$ cat src/rtl/present_key_sequencer_pkg.sv
// Shared widths, FSM encoding and the PRESENT 4-bit S-box for the round-key sequencer.
package present_pkg;
  localparam int KEY_W    = 80;
  localparam int RK_W     = 64;
  localparam int RK_IDX_W = 6;

  typedef enum logic {IDLE = 1'b0, EMIT = 1'b1} state_e;

  function automatic logic [3:0] present_sbox(input logic [3:0] v);
    logic [3:0] s;
    case (v)
      4'h0: s = 4'hC;  4'h1: s = 4'h5;  4'h2: s = 4'h6;  4'h3: s = 4'hB;
      4'h4: s = 4'h9;  4'h5: s = 4'h0;  4'h6: s = 4'hA;  4'h7: s = 4'hD;
      4'h8: s = 4'h3;  4'h9: s = 4'hE;  4'hA: s = 4'hF;  4'hB: s = 4'h8;
      4'hC: s = 4'h4;  4'hD: s = 4'h7;  4'hE: s = 4'h1;  default: s = 4'h2;
    endcase
    return s;
  endfunction
endpackage

$ cat src/rtl/present_key_sequencer_key_schedule.sv
// One PRESENT-80 key-register update: rotate left 61, S-box top nibble, XOR round counter.
module key_schedule
  import present_pkg::*;
(
  input  logic [KEY_W-1:0] x,
  input  logic [4:0]       i,
  output logic [KEY_W-1:0] y
);
  logic [KEY_W-1:0] rot;

  // rotate left by 61 == rotate right by 19
  assign rot = {x[18:0], x[79:19]};
  assign y   = {present_sbox(rot[79:76]), rot[75:20], rot[19:15] ^ i, rot[14:0]};
endmodule

$ cat src/rtl/present_key_sequencer.sv
// Sequential PRESENT-80 round-key generator: loads a key, emits K1..NUM_RK over a valid/ready handshake.
module present_key_sequencer
  import present_pkg::*;
#(
  parameter int NUM_RK = 32
) (
  input  logic                clk,
  input  logic                rst_n,
  input  logic                start,
  input  logic [KEY_W-1:0]    key,
  input  logic                abort,
  output logic                busy,
  output logic [RK_W-1:0]     rk,
  output logic [RK_IDX_W-1:0] rk_idx,
  output logic                rk_valid,
  input  logic                rk_ready,
  output logic                done
);
  state_e              state_q, state_d;
  logic [KEY_W-1:0]    key_q, key_d, ks_out;
  logic [RK_IDX_W-1:0] ctr_q, ctr_d;
  logic                done_q, done_d;

  key_schedule u_ks (
    .x (key_q),
    .i (ctr_q[4:0]),
    .y (ks_out)
  );

  always_ff @(posedge clk or negedge rst_n) begin
    if (!rst_n) begin
      state_q <= IDLE;
      key_q   <= '0;
      ctr_q   <= '0;
      done_q  <= 1'b0;
    end else begin
      state_q <= state_d;
      key_q   <= key_d;
      ctr_q   <= ctr_d;
      done_q  <= done_d;
    end
  end

  always_comb begin
    state_d = state_q;
    key_d   = key_q;
    ctr_d   = ctr_q;
    done_d  = 1'b0;
    case (state_q)
      IDLE: begin
        if (start) begin
          key_d   = key;
          ctr_d   = RK_IDX_W'(1);
          state_d = EMIT;
        end
      end
      EMIT: begin
        // abort wins over a same-cycle handshake
        if (abort) begin
          state_d = IDLE;
        end else if (rk_ready) begin
          if (ctr_q < RK_IDX_W'(NUM_RK)) begin
            key_d = ks_out;
            ctr_d = ctr_q + RK_IDX_W'(1);
          end else begin
            state_d = IDLE;
            done_d  = 1'b1;
          end
        end
      end
      default: state_d = IDLE;
    endcase
  end

  assign busy     = (state_q != IDLE);
  assign rk_valid = (state_q == EMIT);
  assign rk       = key_q[79:16];
  assign rk_idx   = ctr_q;
  assign done     = done_q;
endmodule

$ cat config.mk
export PLATFORM = sky130hd
export DESIGN_NAME = present_key_sequencer
export DESIGN_NICKNAME = d
export VERILOG_FILES = /design/src/rtl/present_key_sequencer_pkg.sv /design/src/rtl/present_key_sequencer_key_schedule.sv /design/src/rtl/present_key_sequencer.sv
export SDC_FILE = /design/constraint.sdc
export NUM_CORES = 1
export LEC_CHECK = 0
export CORE_MARGIN = 2
export CORE_UTILIZATION = 55
export DETAILED_ROUTE_END_ITERATION = 8
export DONT_BUFFER_PORTS = 1
export PLACE_DENSITY_LB_ADDON = 0.2
export SYNTH_ARGS = -nofsm -noshare
export SYNTH_HDL_FRONTEND = slang
export SYNTH_SLANG_ARGS = --single-unit
$ cat constraint.sdc
create_clock -name clk -period 3 [get_ports clk]
set_clock_uncertainty 0.15 [all_clocks]
set_input_delay 0.6 -clock clk [delete_from_list [all_inputs] [get_ports clk]]
set_output_delay 0.6 -clock clk [all_outputs]
set_load 0.01 [all_outputs]
# Word-level counts from Yosys, hierarchy flattened
# Memory sizes are Yosys's and may differ from the RTL's.
# Index checks and enable logic that the tools add are counted.
[totals]
in_bits = 85
out_inout_bits = 73
register_bits = 88
memories = 1
elab_cells = 33
mem_bits_ro = 64
[mem_list]
columns = ["memory", "depth", "word_bits", "read_ports", "rd_ports_with_merged_regs", "write_ports", "line_no", "rtl"]
rows = [
  ["(name not given)", 16, 4, 1, 0, 0, "present_key_sequencer_pkg.sv:11", "case (v)"],
]
[op_classes]
reduce_logical = 1
magnitude_cmp = 1
add_sub_neg = 1
n_bitwise = 2
eq_ne = 4
mux = 19
[ops]
columns = ["cell", "n"]
rows = [
  ["$mux W80", 4],
  ["$pmux W80 S2", 1],
  ["$mux W6", 4],
  ["$pmux W6 S2", 1],
  ["$mux W1", 8],
  ["$add A6 B1 Y6 const B", 1],
  ["$lt A6 B6 Y1 const B", 1],
  ["$ne A2 B2 Y1 const B", 3],
  ["$xor A5 B5 Y5", 1],
  ["$reduce_and A4 Y1", 1],
  ["$ne A2 B1 Y1 const B", 1],
  ["$pmux W1 S2", 1],
  ["$not A1 Y1", 1],
]

# Logic depth before layout (Yosys ltp)
[depth]
ltp_word = 5
depth_mapped = 7
ltp_nobuf = 5

# By module
# From an unflattened synthesis, not the netlist that was laid out.
[unflattened]
hier_cells = 541
hier_area_um2 = 5305.1
[modules_own_cells]
columns = ["mod", "area_per_inst_um2", "instances", "seq_area_each_um2", "cells_per_inst"]
rows = [
  ["present_key_sequencer", 4543.1, 1, 2202.1, 447],
  ["key_schedule", 762.0, 1, 0.0, 94],
]

# Worst setup path after synthesis
# OpenSTA, ideal clock, no wires.
[synth_path]
path_kind = "in2reg"
from = "input port abort"
to = "register key_q[19]"
required_ns = 2.724
setup_time_ns = 0.126
stages = 4
t_arrival_ns = 1.427
setup_slack_ns = 1.297
path_buffers = 1
path_cell_list = "and4bb_2 -> nor2_4 -> buf_2 -> a221o_1"
[synth_via]
elab_chain_len = 2
[synth_lines]
columns = ["element", "line_no", "rtl"]
rows = [
  ["start, declared", "present_key_sequencer.sv:11", "input logic abort,"],
  ["$ne A2 B2 Y1 (no source line)", "-", ""],
  ["$reduce_and A4 Y1 (no source line)", "-", ""],
  ["end signal, assigned", "present_key_sequencer.sv:38", "key_q <= key_d;"],
  ["end, declared", "present_key_sequencer.sv:20", "logic [KEY_W-1:0] key_q, key_d, ks_out;"],
]
# Every way passes these cells.
# A chain may end at the register's enable or synchronous reset.

# Final worst setup path
[layout_path]
from = "register state_q, in the netlist busy"
to = "register key_q[19]"
[layout_via]
elab_chain_len = 3
elab_cells_between_ends = 7
cone_classes = "eq/ne (4); mux (1); bitwise (1); reduce/logical (1)"
[layout_lines]
columns = ["element", "line_no", "rtl"]
rows = [
  ["start, declared", "present_key_sequencer.sv:19", "state_e state_q, state_d;"],
  ["start signal, assigned", "present_key_sequencer.sv:37", "state_q <= state_d;"],
  ["$not A1 Y1", "-", ""],
  ["$ne A2 B2 Y1 (no source line)", "-", ""],
  ["$reduce_and A4 Y1 (no source line)", "-", ""],
]
# Parallel ways exist; a longest one is shown, timed or not.

==> results.json <==
{
  "crit_fanout": 31,
  "post_cts_buffers": 0,
  "grt_pass1_vias": 3324,
  "slew_headroom": 0.654,
  "diodes": 0,
  "area_growth_pct": -3.07,
  "grt-ovfl-total": 0,
  "wl_per_cell_microns": 21.5,
  "clock-sinks": 88,
  "status": "finished with violations",
  "ir_worst_vdd_v": 0.000365,
  "tightest_slew_ns": 0.520,
  "finalSetupTns_ns": 0,
  "rows": 33,
  "syn_avg_cell_area_sq_um": 9.88,
  "post-route-min-period_ns": 2.19,
  "hold_class": "primary input to asynchronous set/reset pin",
  "drtIter0Drc": 189,
  "crit_type": "flip-flop to flip-flop",
  "syn-instance-count": 478,
  "cts.repair.resized": 0,
  "clk_path_buf_depth": 2,
  "initial_utilization": 0.572,
  "top_usage_layer": "met2",
  "path_delay_family": "flip-flops",
  "met1_usage": 0.316,
  "hpwl_mm": 7.31,
  "fin_nets": 489,
  "ant_nets": 0,
  "cts_made_buffers": 9,
  "dr_total_vias": 3272,
  "die-area_sq_mm": 0.00935,
  "hold_slack_ns": -0.0198,
  "synth-seq-cells": 88,
  "path_clk_slew_ns": 0.09,
  "coreArea_sq_mm": 0.00826,
  "cts_tree": "built",
  "clk_latency_ns": 0.36,
  "grt_max_degree": 89,
  "setup_viol": 0,
  "startpoint_type": "flip-flop",
  "viasPerCell": 6.44,
  "grt_use_total": 0.234,
  "place_area_sq_mm": 0.00431,
  "io_pins": 158,
  "root_buffer": "clkbuf_8",
  "drc": 0,
  "fin_total_pwr_w": 0.00385,
  "die_width_microns": 96.7,
  "end_kind": "flip-flop",
  "gp_congestion": 0.808,
  "nFillCells": 724,
  "drv_cap": 0,
  "drv_slew": 0,
  "synth_cell_types": 38,
  "antenna_found_initial": 0,
  "fin_util": 0.555,
  "ctsHtreeMaxLevel": 3,
  "grt_util_met2": 0.348,
  "use_met3": 0.0802,
  "crit_path_max_incr_delay_ns": 0.76,
  "rsz0062_at_grt": "no",
  "leakage_nw": 2.00,
  "synth_area_sq_mm": 0.00472,
  "power_density_mw_per_mm2": 840,
  "path_cells": "and4bb_2 -> nor2_4 -> buf_4 -> a221o_1",
  "first_pass_iters": 5,
  "max_freq_mhz": 457,
  "register_area_sq_mm": 0.00221,
  "synth.yosys.warnings": 0,
  "crit_arrival_ns": 2.27,
  "slowest_stage": "dfrtp_4",
  "synth_nets": 569,
  "hold_violations": 4,
  "seq_area_frac_synth": 0.466,
  "final_area_sq_mm": 0.00458,
  "required_ns": 3.09,
  "period_share": 0.729,
  "grt_first_pass_wirelength_mm": 17.7,
  "multi_input_comb_area_sq_mm": 0.00186,
  "violations": "negative hold slack",
  "wl_mm": 10.9,
  "path_buf_inv": 1,
  "port_buffers": 0,
  "dieHeight_microns": 96.7,
  "layout-drive-gt1-share": 0.0844
}
[logic make-up (layout without fill, tap and decap cells)]
logic type      count (synthesis)  count (layout)  share of synthesized area
compound gates                 90              90                      0.113
xor+xnor                        7               7                     0.0130
fa+ha+maj                       6               6                     0.0159
buf+inv                       110              35                      0.145
flops                          88              88                      0.466
mux                            51              51                      0.113
simple gates                  126             126                      0.133
[placed cells by master, fill, tap and decap left out, drive strengths merged, types with 6 or more instances in the layout]
cell type   n
mux2i      49
ha          6
xnor2       6
inv         8
dfrtp      88
o22ai      25
nor3       24
buf        11
nor2       32
nand2       6
a221o       6
clkbuf     11
o21ai      49
nand3      49
[state kept, by name (all words and copies together) (netlist names)]
| name | flops |
|---|---|
| busy | 1 |
| done | 1 |
| key_q | 80 |
| rk_idx | 6 |
[through the flow]
step           std cells  worst slack [ns]
6_report             508             0.812
5_1_grt              508             0.743
4_1_cts              508             0.815
3_5_place_dp         491             0.834
3_3_place_gp         491             0.856
2_1_floorplan        478              1.30
[per-layer routing]
metal	up-vias	wire length [microns]
met4	0	220
met3	16	941
met2	137	5040
met5	-	0
li1	1469	-
met1	1650	4730
[power by group]
part / switching [W] / internal [W] / leakage, nW
clock network: 0.000420 / 0.000577 / 0.124
logic: 0.000408 / 0.000381 / 0.812
registers: 0.000539 / 0.00152 / 1.06
[Yosys cell counts]
cell       count  area [sq um]
o21ai_0       47           235
clkbuf_1      15          56.3
and4bb_2       1          12.5
o211ai_1       2          15.0
o2bb2ai_1      1          8.76
or4_1          2          15.0
a221o_1        6          60.1
nor2_4         1          11.3
and2_1         2          12.5
o221ai_1       1          8.76
nand2_1        6          22.5
a211oi_1       1          7.51
nand4_1        1          6.26
buf_4         67           503
buf_1          4          15.0
buf_2         16          80.1
and3b_1        1          8.76
a21oi_1        1          5.00
nand4bb_1      1          11.3
ha_1           6          75.1
o22ai_1       25           156
a22o_1         1          8.76
o21ai_1        2          10.0
nor2b_1        2          12.5
nor3b_1        2          15.0
dfrtp_1       88          2200
nand3_1       49           245
mux4_2         2          45.0
xor2_1         1          8.76
o21bai_1       1          7.51
and4_1         1          8.76
mux2i_1       49           490
nor2_1        31           116
xnor2_1        6          52.6
inv_1          8          30.0
nor3_1        24           120
nand2b_1       2          12.5
a31oi_1        2          12.5
[cell type report]
class / count / share of cell area
multi-input cells: 280 / 0.407
inverters: 8 / 0.00656
clock inverters: 5 / 0.0227
repair buffers: 11 / 0.0224
flip-flops and latches: 88 / 0.482
clock buffers: 11 / 0.0309
well taps: 105 / 0.0287
[final timing paths]
path                           start   endpoint  slack (ns)  cells after the start
setup / recovery                busy  key_q[19]        0.81                      4
setup reg to reg                busy  key_q[19]        0.81                      4
hold / removal                 rst_n  key_q[62]       -0.02                      1
max in group asynchronous      rst_n  key_q[18]        2.34                      1
min in group clk             key[18]  key_q[18]        0.24                      1
hold reg to reg            key_q[12]  key_q[12]        0.37                      2
[what timing repair did]
action	4_1_cts	5_1_grt
hold buffers	1	0
endpoints found under the setup margin	0	0
hold endpoints to repair	88	0
(Power assumes the default switching activity.)
